`src/rtl/module_captura_numero.sv`:
```
// Keypad operand capture: accumulates up to N_DIGITS decimal digits with optional sign
// and hands the finished operand to the multiplier through a valid/ready handshake.
module module_captura_numero #(
  parameter int N_DIGITS = 2,
  parameter int WIDTH    = 7,
  parameter bit NEG_EN   = 1'b1
) (
  input  logic                              clk,
  input  logic                              rst,
  input  logic                              tecla_valida_i,
  input  logic [1:0]                        tecla_codc_i,
  input  logic [1:0]                        tecla_codf_i,
  input  logic                              listo_i,
  output logic [WIDTH-1:0]                  numero_o,
  output logic                              signo_o,
  output logic                              valido_o,
  output logic [$clog2(N_DIGITS+1)-1:0]     digitos_o,
  output logic                              error_o
);

  localparam int    DW   = $clog2(N_DIGITS + 1);
  localparam int    EW   = WIDTH + 4;
  localparam longint MAXV = longint'(10 ** N_DIGITS) - 1;

  if (N_DIGITS < 1 || N_DIGITS > 4 || (longint'(1) << WIDTH) <= MAXV) begin : g_bad_params
    $error("module_captura_numero: WIDTH too small for N_DIGITS, or N_DIGITS out of 1..4");
  end

  typedef enum logic [1:0] {VACIO, CAPTURA, LISTO} estado_t;

  estado_t          r_estado;
  logic [WIDTH-1:0] r_numero;
  logic             r_signo;
  logic             r_valido;
  logic [DW-1:0]    r_digitos;
  logic             r_error;

  logic [3:0]       w_pos;
  logic             w_es_digito;
  logic [3:0]       w_digito;
  logic [EW-1:0]    w_siguiente;
  logic             w_borrar;
  logic             w_entrega;

  assign w_pos = {tecla_codc_i, tecla_codf_i};

  // Keypad position to decimal digit; non-digit positions are commands or unused.
  always_comb begin
    w_es_digito = 1'b1;
    w_digito    = 4'd0;
    case (w_pos)
      4'd0:    w_digito = 4'd1;
      4'd1:    w_digito = 4'd4;
      4'd2:    w_digito = 4'd7;
      4'd4:    w_digito = 4'd2;
      4'd5:    w_digito = 4'd5;
      4'd6:    w_digito = 4'd8;
      4'd7:    w_digito = 4'd0;
      4'd8:    w_digito = 4'd3;
      4'd9:    w_digito = 4'd6;
      4'd10:   w_digito = 4'd9;
      default: w_es_digito = 1'b0;
    endcase
  end

  assign w_siguiente = EW'(r_numero) * EW'(10) + EW'(w_digito);
  assign w_borrar    = tecla_valida_i && (w_pos == 4'd3);
  // Accepting edge: any key arriving in the same cycle is dropped.
  assign w_entrega   = r_valido && listo_i;

  always_ff @(posedge clk) begin
    if (!rst) begin
      r_estado  <= VACIO;
      r_numero  <= '0;
      r_signo   <= 1'b0;
      r_valido  <= 1'b0;
      r_digitos <= '0;
      r_error   <= 1'b0;
    end else begin
      r_error <= 1'b0;
      if (w_borrar || w_entrega) begin
        r_estado  <= VACIO;
        r_numero  <= '0;
        r_signo   <= 1'b0;
        r_valido  <= 1'b0;
        r_digitos <= '0;
      end else if (tecla_valida_i && r_estado != LISTO) begin
        if (w_es_digito) begin
          if (r_digitos < DW'(N_DIGITS)) begin
            r_numero  <= w_siguiente[WIDTH-1:0];
            r_digitos <= r_digitos + DW'(1);
            r_estado  <= CAPTURA;
          end else begin
            r_error <= 1'b1;
          end
        end else if (w_pos == 4'd12 && NEG_EN) begin
          r_signo <= ~r_signo;
        end else if (w_pos == 4'd11 && r_estado == CAPTURA) begin
          r_estado <= LISTO;
          r_valido <= 1'b1;
          if (r_numero == '0) r_signo <= 1'b0;
        end
      end
    end
  end

  assign numero_o  = r_numero;
  assign signo_o   = r_signo;
  assign valido_o  = r_valido;
  assign digitos_o = r_digitos;
  assign error_o   = r_error;

endmodule

```
`config.mk`:
```
export PLATFORM = sky130hd
export DESIGN_NAME = module_captura_numero
export DESIGN_NICKNAME = d
export VERILOG_FILES = /design/src/rtl/module_captura_numero.sv
export SDC_FILE = /design/constraint.sdc
export NUM_CORES = 1
export LEC_CHECK = 0
export BUFFER_PORTS_ARGS = -buffer_cell sky130_fd_sc_hd__buf_2
export CAP_MARGIN = 10
export CORE_ASPECT_RATIO = 1.25
export CORE_MARGIN = 10
export CORE_UTILIZATION = 45
export CTS_BUF_LIST = sky130_fd_sc_hd__clkbuf_4
export CTS_CLUSTER_DIAMETER = 50
export DETAILED_ROUTE_END_ITERATION = 12
export PLACE_DENSITY = 0.78
export RECOVER_POWER = 100
export SLEW_MARGIN = 30
export SYNTH_ARGS = -nofsm -noshare
export SYNTH_HDL_FRONTEND = slang
export SYNTH_SLANG_ARGS = --single-unit
```
`constraint.sdc`:
```
create_clock -name clk -period 2.37 [get_ports clk]
set_clock_uncertainty 0.15 [all_clocks]
set_input_delay 0.237 -clock clk [delete_from_list [all_inputs] [get_ports clk]]
set_output_delay 0.237 -clock clk [all_outputs]
set_load 0.02 [all_outputs]
```
==> results of run 1 <==
==> sequential cells by signal, summed over array words and instances, names as in the netlist <==
| register | flops |
|---|---|
| digitos_o | 2 |
| numero_o | 7 |
| signo_o | 1 |
| valido_o | 1 |
| error_o | 1 |
| r_estado | 2 |
==> routing by layer <==
| metal | wire, um | GRT usage | up-vias |
|---|---|---|---|
| met2 | 1257 | 0.1986 | 37 |
| met1 | 1004 | 0.1251 | 437 |
| met3 | 115 | 0.01587 | 6 |
| li1 | - | - | 448 |
| met5 | 0 | 0 | - |
| met4 | 51 | 0.04835 | 0 |
==> cells in the mapped netlist (3+ instances only) <==
library cell and number:
sky130_fd_sc_hd__a21oi_1 14, sky130_fd_sc_hd__xnor2_1 5, sky130_fd_sc_hd__dfxtp_1 14, sky130_fd_sc_hd__ha_1 7
sky130_fd_sc_hd__o21ai_0 5, sky130_fd_sc_hd__nor3_1 6, sky130_fd_sc_hd__nor2_1 4, sky130_fd_sc_hd__inv_1 12
sky130_fd_sc_hd__a211oi_1 3, sky130_fd_sc_hd__nand2b_1 4, sky130_fd_sc_hd__nand2_1 5
==> cell families after synthesis <==
logic type	after synthesis	synth area share
AO/OA/AOI/OAI	36	0.2730
AND/OR/NAND/NOR	29	0.1798
buffers and inverters	15	0.06430
flip-flops	14	0.2940
adder cells (fa/ha/maj)	9	0.1339
XOR/XNOR	6	0.05512
==> critical path, stage by stage, from the launching register on <==
cell and delay (ns):
sky130_fd_sc_hd__dfxtp_1 0.33, sky130_fd_sc_hd__ha_1 0.28, sky130_fd_sc_hd__ha_1 0.15, sky130_fd_sc_hd__inv_1 0.05
sky130_fd_sc_hd__fa_1 0.52, sky130_fd_sc_hd__and3b_1 0.19, sky130_fd_sc_hd__a32oi_2 0.21, sky130_fd_sc_hd__xnor2_1 0.09
sky130_fd_sc_hd__a211oi_1 0.22
==> power breakdown <==
| group | internal (mW) | switching [mW] | total (mW) |
|---|---|---|---|
| logic | 0.0658 | 0.101 | 0.167 |
| registers | 0.249 | 0.0148 | 0.264 |
| clock network | 0.0610 | 0.0824 | 0.143 |
==> layout make-up <==
cell class	count	share of cell area
Tap cell	20	0.02299
Inverter	12	0.04138
Clock inverter	1	0.003448
Sequential cell	14	0.2586
Clock buffer	3	0.02069
Timing Repair Buffer	23	0.1000
Multi-Input combinational cell	80	0.5529
==> final timing paths <==
check                                 start          end  slack (ns)  depth (start not counted)
worst max-delay path            numero_o[3]  numero_o[6]        0.10                          8
worst min-delay path                    rst  numero_o[2]        0.26                          4
worst max register to register  numero_o[3]  numero_o[6]        0.10                          8
worst min register to register     valido_o     valido_o        0.32                          2
==> stage by stage <==
step                      area [um2]    util  std cells  hold WS, ns
after CTS                       1114  0.5556        153       0.1978
after global routing            1089  0.5431        153       0.2735
after floorplan                953.4       -        109       0.2832
after detailed placement        1087  0.5424        149       0.3152
final                           1089  0.5431        153       0.2578
after global placement          1087  0.5424        149       0.2947
==> impl_metrics.toml, run 1 <==
[sta]
worstMarginPinSlew_ns = 0.6570
hold_violations = 0
setup_ws_ns = 0.1040
min_period_ns = 2.266
fmax_ghz = 0.4413
grt_setup_unrepaired = "no"
timing.final.setup_violations = 0
period_share = 0.9561
timing.max_slew.rel_slack = 0.5616
final_sum_of_negative_setup_slack_ns = 0
final-max-slew-violation-count = 0

[route]
detail_route.first_pass.iterations = 4
number_of_violations_reported_at_the_end_of_detailed_routing_iteration_0 = 20
drt.antenna.violating_nets = 0
wire_per_inst_um = 15.88
route.detailed.vias_per_inst = 6.065
route.final.wire_length_um = 2429
drc = 0
routed-via-count = 928

[cts]
cts_tree = "done"
numClockSinks = 14
cts_hold_buffers = 0
tritoncts_buffers = 3
ctsHtreeMaxLevel = 1
worst_setup_hold_path_clk_slew_ns = 0.09
post-cts-setup-buffers = 0
clk_latency_worst_skew_pair_ns = 0.28
cts_repair_resize_count = 0
cts_root_buf = "sky130_fd_sc_hd__clkbuf_4"
cts-root-to-sink-buffers = 2

[placed_design]
placement.setup.worst_slack_ns = 0.001545
globalplace.congestion = 0.8445
port_buffers = 19
dpl.hpwl_um = 1917

[synthesis]
synth.ff_latch_count = 14
synthesis.yosys.warnings = 0
yosys_most_used_dff = "sky130_fd_sc_hd__dfxtp_1"
netlist_instances = 109
synth.lib_cells_used.distinct = 38
number_of_synthesized_flops_with_an_enable_pin = 0
netlist.area_leader.share = 0.2940
ys_async_sr_fraction = 0
synthesis.nets = 126
synth_sequential_area_ratio = 0.2940
synth_top_area_cell = "sky130_fd_sc_hd__dfxtp_1"
syn-mean-instance-area_um2 = 8.747
synth.area.top_cells = "sky130_fd_sc_hd__dfxtp_1, sky130_fd_sc_hd__ha_1, sky130_fd_sc_hd__a21oi_1"
synthesized_cell_area_um2 = 953.4

[floorplan]
initial_utilization = 0.4757
ios = 20
placement_rows = 18
core_area_um2 = 2004
die_x_um = 61.17
floorplan.die.height_um = 71.46
dieArea_um2 = 4371

[critical_path]
critical_path_required_ns = 2.42
arrival_ns = 2.32
cp-start-kind = "register"
path_max_fanout = 4
endpoint_kind = "register"
criticalPathCategory = "reg2reg"

[finish]
multi_input_area_um2 = 601.8
drive_gt1_frac = 0.1353
n_diodes = 0
layout.cells.most_common = "sky130_fd_sc_hd__a21oi_1"
area.sequential_um2 = 281.5
synth_to_layout_area_growth_pct = 14.17
fillers = 205
most-common-layout-cells = "sky130_fd_sc_hd__a21oi_1, sky130_fd_sc_hd__dfxtp_1, sky130_fd_sc_hd__clkbuf_1"
net_count_final = 151

[power]
total_power_mw = 0.5740
peak_vdd_ir_uv = 255.4
power_per_cell_area_nw_per_um2 = 527.3
leakage_nw = 0.4472

[hold_path]
hold_class = "in2reg"

[grt]
track_usage = 0.1119
antenna_found_initial = 0
grt_max_degree = 16
vias_in_the_first_global_route = 896
global_route.overflow_total = 0
grt_first_pass_wirelength_um = 3939

[run_status]
run_status = "completed"

[job]
maxCapViolations = 0
No activity file was read; power rests on OpenSTA's default activity.
==> run 2, diff against run 1 <==
--- a/config.mk
+++ b/config.mk
@@ -8,7 +8,6 @@
 export BUFFER_PORTS_ARGS = -buffer_cell sky130_fd_sc_hd__buf_2
 export CAP_MARGIN = 10
 export CORE_ASPECT_RATIO = 1.25
-export CORE_MARGIN = 10
 export CORE_UTILIZATION = 45
 export CTS_BUF_LIST = sky130_fd_sc_hd__clkbuf_4
 export CTS_CLUSTER_DIAMETER = 50
==> run 2 against run 1 <==
  * Cell area up 0.12%
  * Critical path type unchanged
  * Cell count up 0.65%
  * Combinational power about the same
  * Highest routed layer unchanged
  * Register-to-register slack about the same
  * Maximum frequency about the same
  * Worst setup slack better by 0.0015 ns
  * Sequential share of layout area about the same
  * Flip-flop and latch count unchanged
  * Power down 0.60%
==> impl_metrics.toml, run 2 (synthesis gave the netlist of run 1 again) <==
[placed_design]
port_buffers = 19
dpl_cell_area_um2 = 1095
dpl.hpwl_um = 1747
globalplace.congestion = 0.8633

[route]
route.layer.met1.wl_um = 913
route.detailed.vias_per_inst = 5.981
drt.antenna.violating_nets = 0
detail_route.first_pass.iterations = 4
wire_per_inst_um = 14.27
drc = 0
route.final.wire_length_um = 2198
routed-via-count = 921
met2RoutedLength_um = 1175
number_of_violations_reported_at_the_end_of_detailed_routing_iteration_0 = 17
dr_wl_met3_um = 80
highest-signal-layer = "met4"

[sta]
timing.max_slew.rel_slack = 0.5883
final-max-slew-violation-count = 0
finalHoldWorstSlack_ns = 0.2542
final_sum_of_negative_setup_slack_ns = 0
min_period_ns = 2.265
timing.final.setup_violations = 0
hold_violations = 0
worstMarginPinSlew_ns = 0.6169
period_share = 0.9555
fmax_ghz = 0.4416
grt_setup_unrepaired = "no"

[cts]
cts-root-to-sink-buffers = 2
clk_latency_worst_skew_pair_ns = 0.28
numClockSinks = 14
cts_hold_buffers = 0
worst_setup_hold_path_clk_slew_ns = 0.09
cts_root_buf = "sky130_fd_sc_hd__clkbuf_4"
post-cts-setup-buffers = 0
ctsHtreeMaxLevel = 1
tritoncts_buffers = 3
cts_tree = "done"

[critical_path]
cp-start-kind = "register"
path_max_fanout = 4
arrival_ns = 2.31
critical_path.max_stage_delay_ns = 0.53
critical-path-top-delay-family = "adder cells"
crit_path_cell_trace = "ha_1 > ha_1 > inv_1 > fa_1 > and3b_1 > a32oi_1 > xnor2_1 > a211oi_1"
critical_path_required_ns = 2.42
timing.critical_path.buf_inv = 1
endpoint_kind = "register"
criticalPathCategory = "reg2reg"
critical_path.most_common_cell = "sky130_fd_sc_hd__ha_1"
critical-path-slowest-cell = "sky130_fd_sc_hd__fa_1"

[finish]
synth_to_layout_area_growth_pct = 14.31
utilization = 0.5499
net_count_final = 152
stdcell_area_um2 = 1090
drive_gt1_frac = 0.1418
layout.cells.most_common = "sky130_fd_sc_hd__a21oi_1"
largest_reg_flops = 7
most-common-layout-cells = "sky130_fd_sc_hd__a21oi_1, sky130_fd_sc_hd__dfxtp_1, sky130_fd_sc_hd__inv_1, sky130_fd_sc_hd__clkbuf_1"
n_diodes = 0

[grt]
vias_in_the_first_global_route = 885
grt_max_degree = 16
track_usage = 0.2093
grt_first_pass_wirelength_um = 3643
antenna_found_initial = 0
global_route.overflow_total = 0

[run_status]
run_status = "completed"

[floorplan]
die_x_um = 43.17
core_area_um2 = 1982
placement_rows = 18
ios = 20
dieArea_um2 = 2308
initial_utilization = 0.4811
floorplan.die.height_um = 53.46

[job]
maxCapViolations = 0

[hold_path]
hold_class = "in2reg"

[power]
leakage_nw = 0.4453
peak_vdd_ir_uv = 367.4
power_per_cell_area_nw_per_um2 = 523.5
[run 2: cell types whose count changed in the layout (fill, tap and decap cells not counted), sizes merged]
cell    delta
clkbuf     -1
buf        +2
[run 2: per-layer routing]
| layer | vias to the layer above | GRT usage |
|---|---|---|
| met2 | 31 | 0.4030 |
| met3 | 4 | 0.02730 |
| met4 | 0 | 0.08586 |
| met1 | 437 | 0.2243 |
| li1 | 449 | - |
| met5 | - | 0 |
[run 2: metrics by stage]
step	instances	power [mW]	worst slack (ns)
floorplan	109	0.3820	0.03235
global route	154	0.6042	0.01263
global placement	150	0.4338	0.08630
detailed placement	150	0.4399	0.01517
finish	154	0.5705	0.1055
CTS	154	0.5776	0.06647
[run 2: layout make-up]
class,instances,area [um2]
clock buffer,3,22.52
clock inverter,1,3.754
fill,199,892.1
inverter,12,45.04
multi-input combinational,80,594.3
sequential,14,281.5
tap,20,25.02
timing repair buffer,24,117.6
[run 2: worst paths after layout]
path | startpoint | endpoint | slack (ns) | cells past startpoint
setup / recovery | numero_o[1] | numero_o[6] | 0.11 | 8
hold / removal | rst | numero_o[2] | 0.25 | 4
setup reg to reg | numero_o[1] | numero_o[6] | 0.11 | 8
hold reg to reg | valido_o | valido_o | 0.32 | 2
[run 2: power by group]
| group | internal, mW | total, mW | switching (mW) | leakage (nW) |
|---|---|---|---|---|
| sequential | 0.249 | 0.263 | 0.0140 | 0.115 |
| clock | 0.0610 | 0.141 | 0.0798 | 0.0154 |
| combinational | 0.0676 | 0.166 | 0.0988 | 0.315 |
[run 2: what timing repair did]
item	4_1_cts	5_1_grt
resized for setup	0	1
endpoints found under the setup margin	0	1
endpoints found under the hold margin	0	0
[run 2: worst register-to-register path, stage by stage (launching register included)]
cell	delay [ns]
sky130_fd_sc_hd__dfxtp_1	0.33
sky130_fd_sc_hd__ha_1	0.28
sky130_fd_sc_hd__ha_1	0.13
sky130_fd_sc_hd__inv_1	0.04
sky130_fd_sc_hd__fa_1	0.53
sky130_fd_sc_hd__and3b_1	0.19
sky130_fd_sc_hd__a32oi_1	0.22
sky130_fd_sc_hd__xnor2_1	0.10
sky130_fd_sc_hd__a211oi_1	0.21
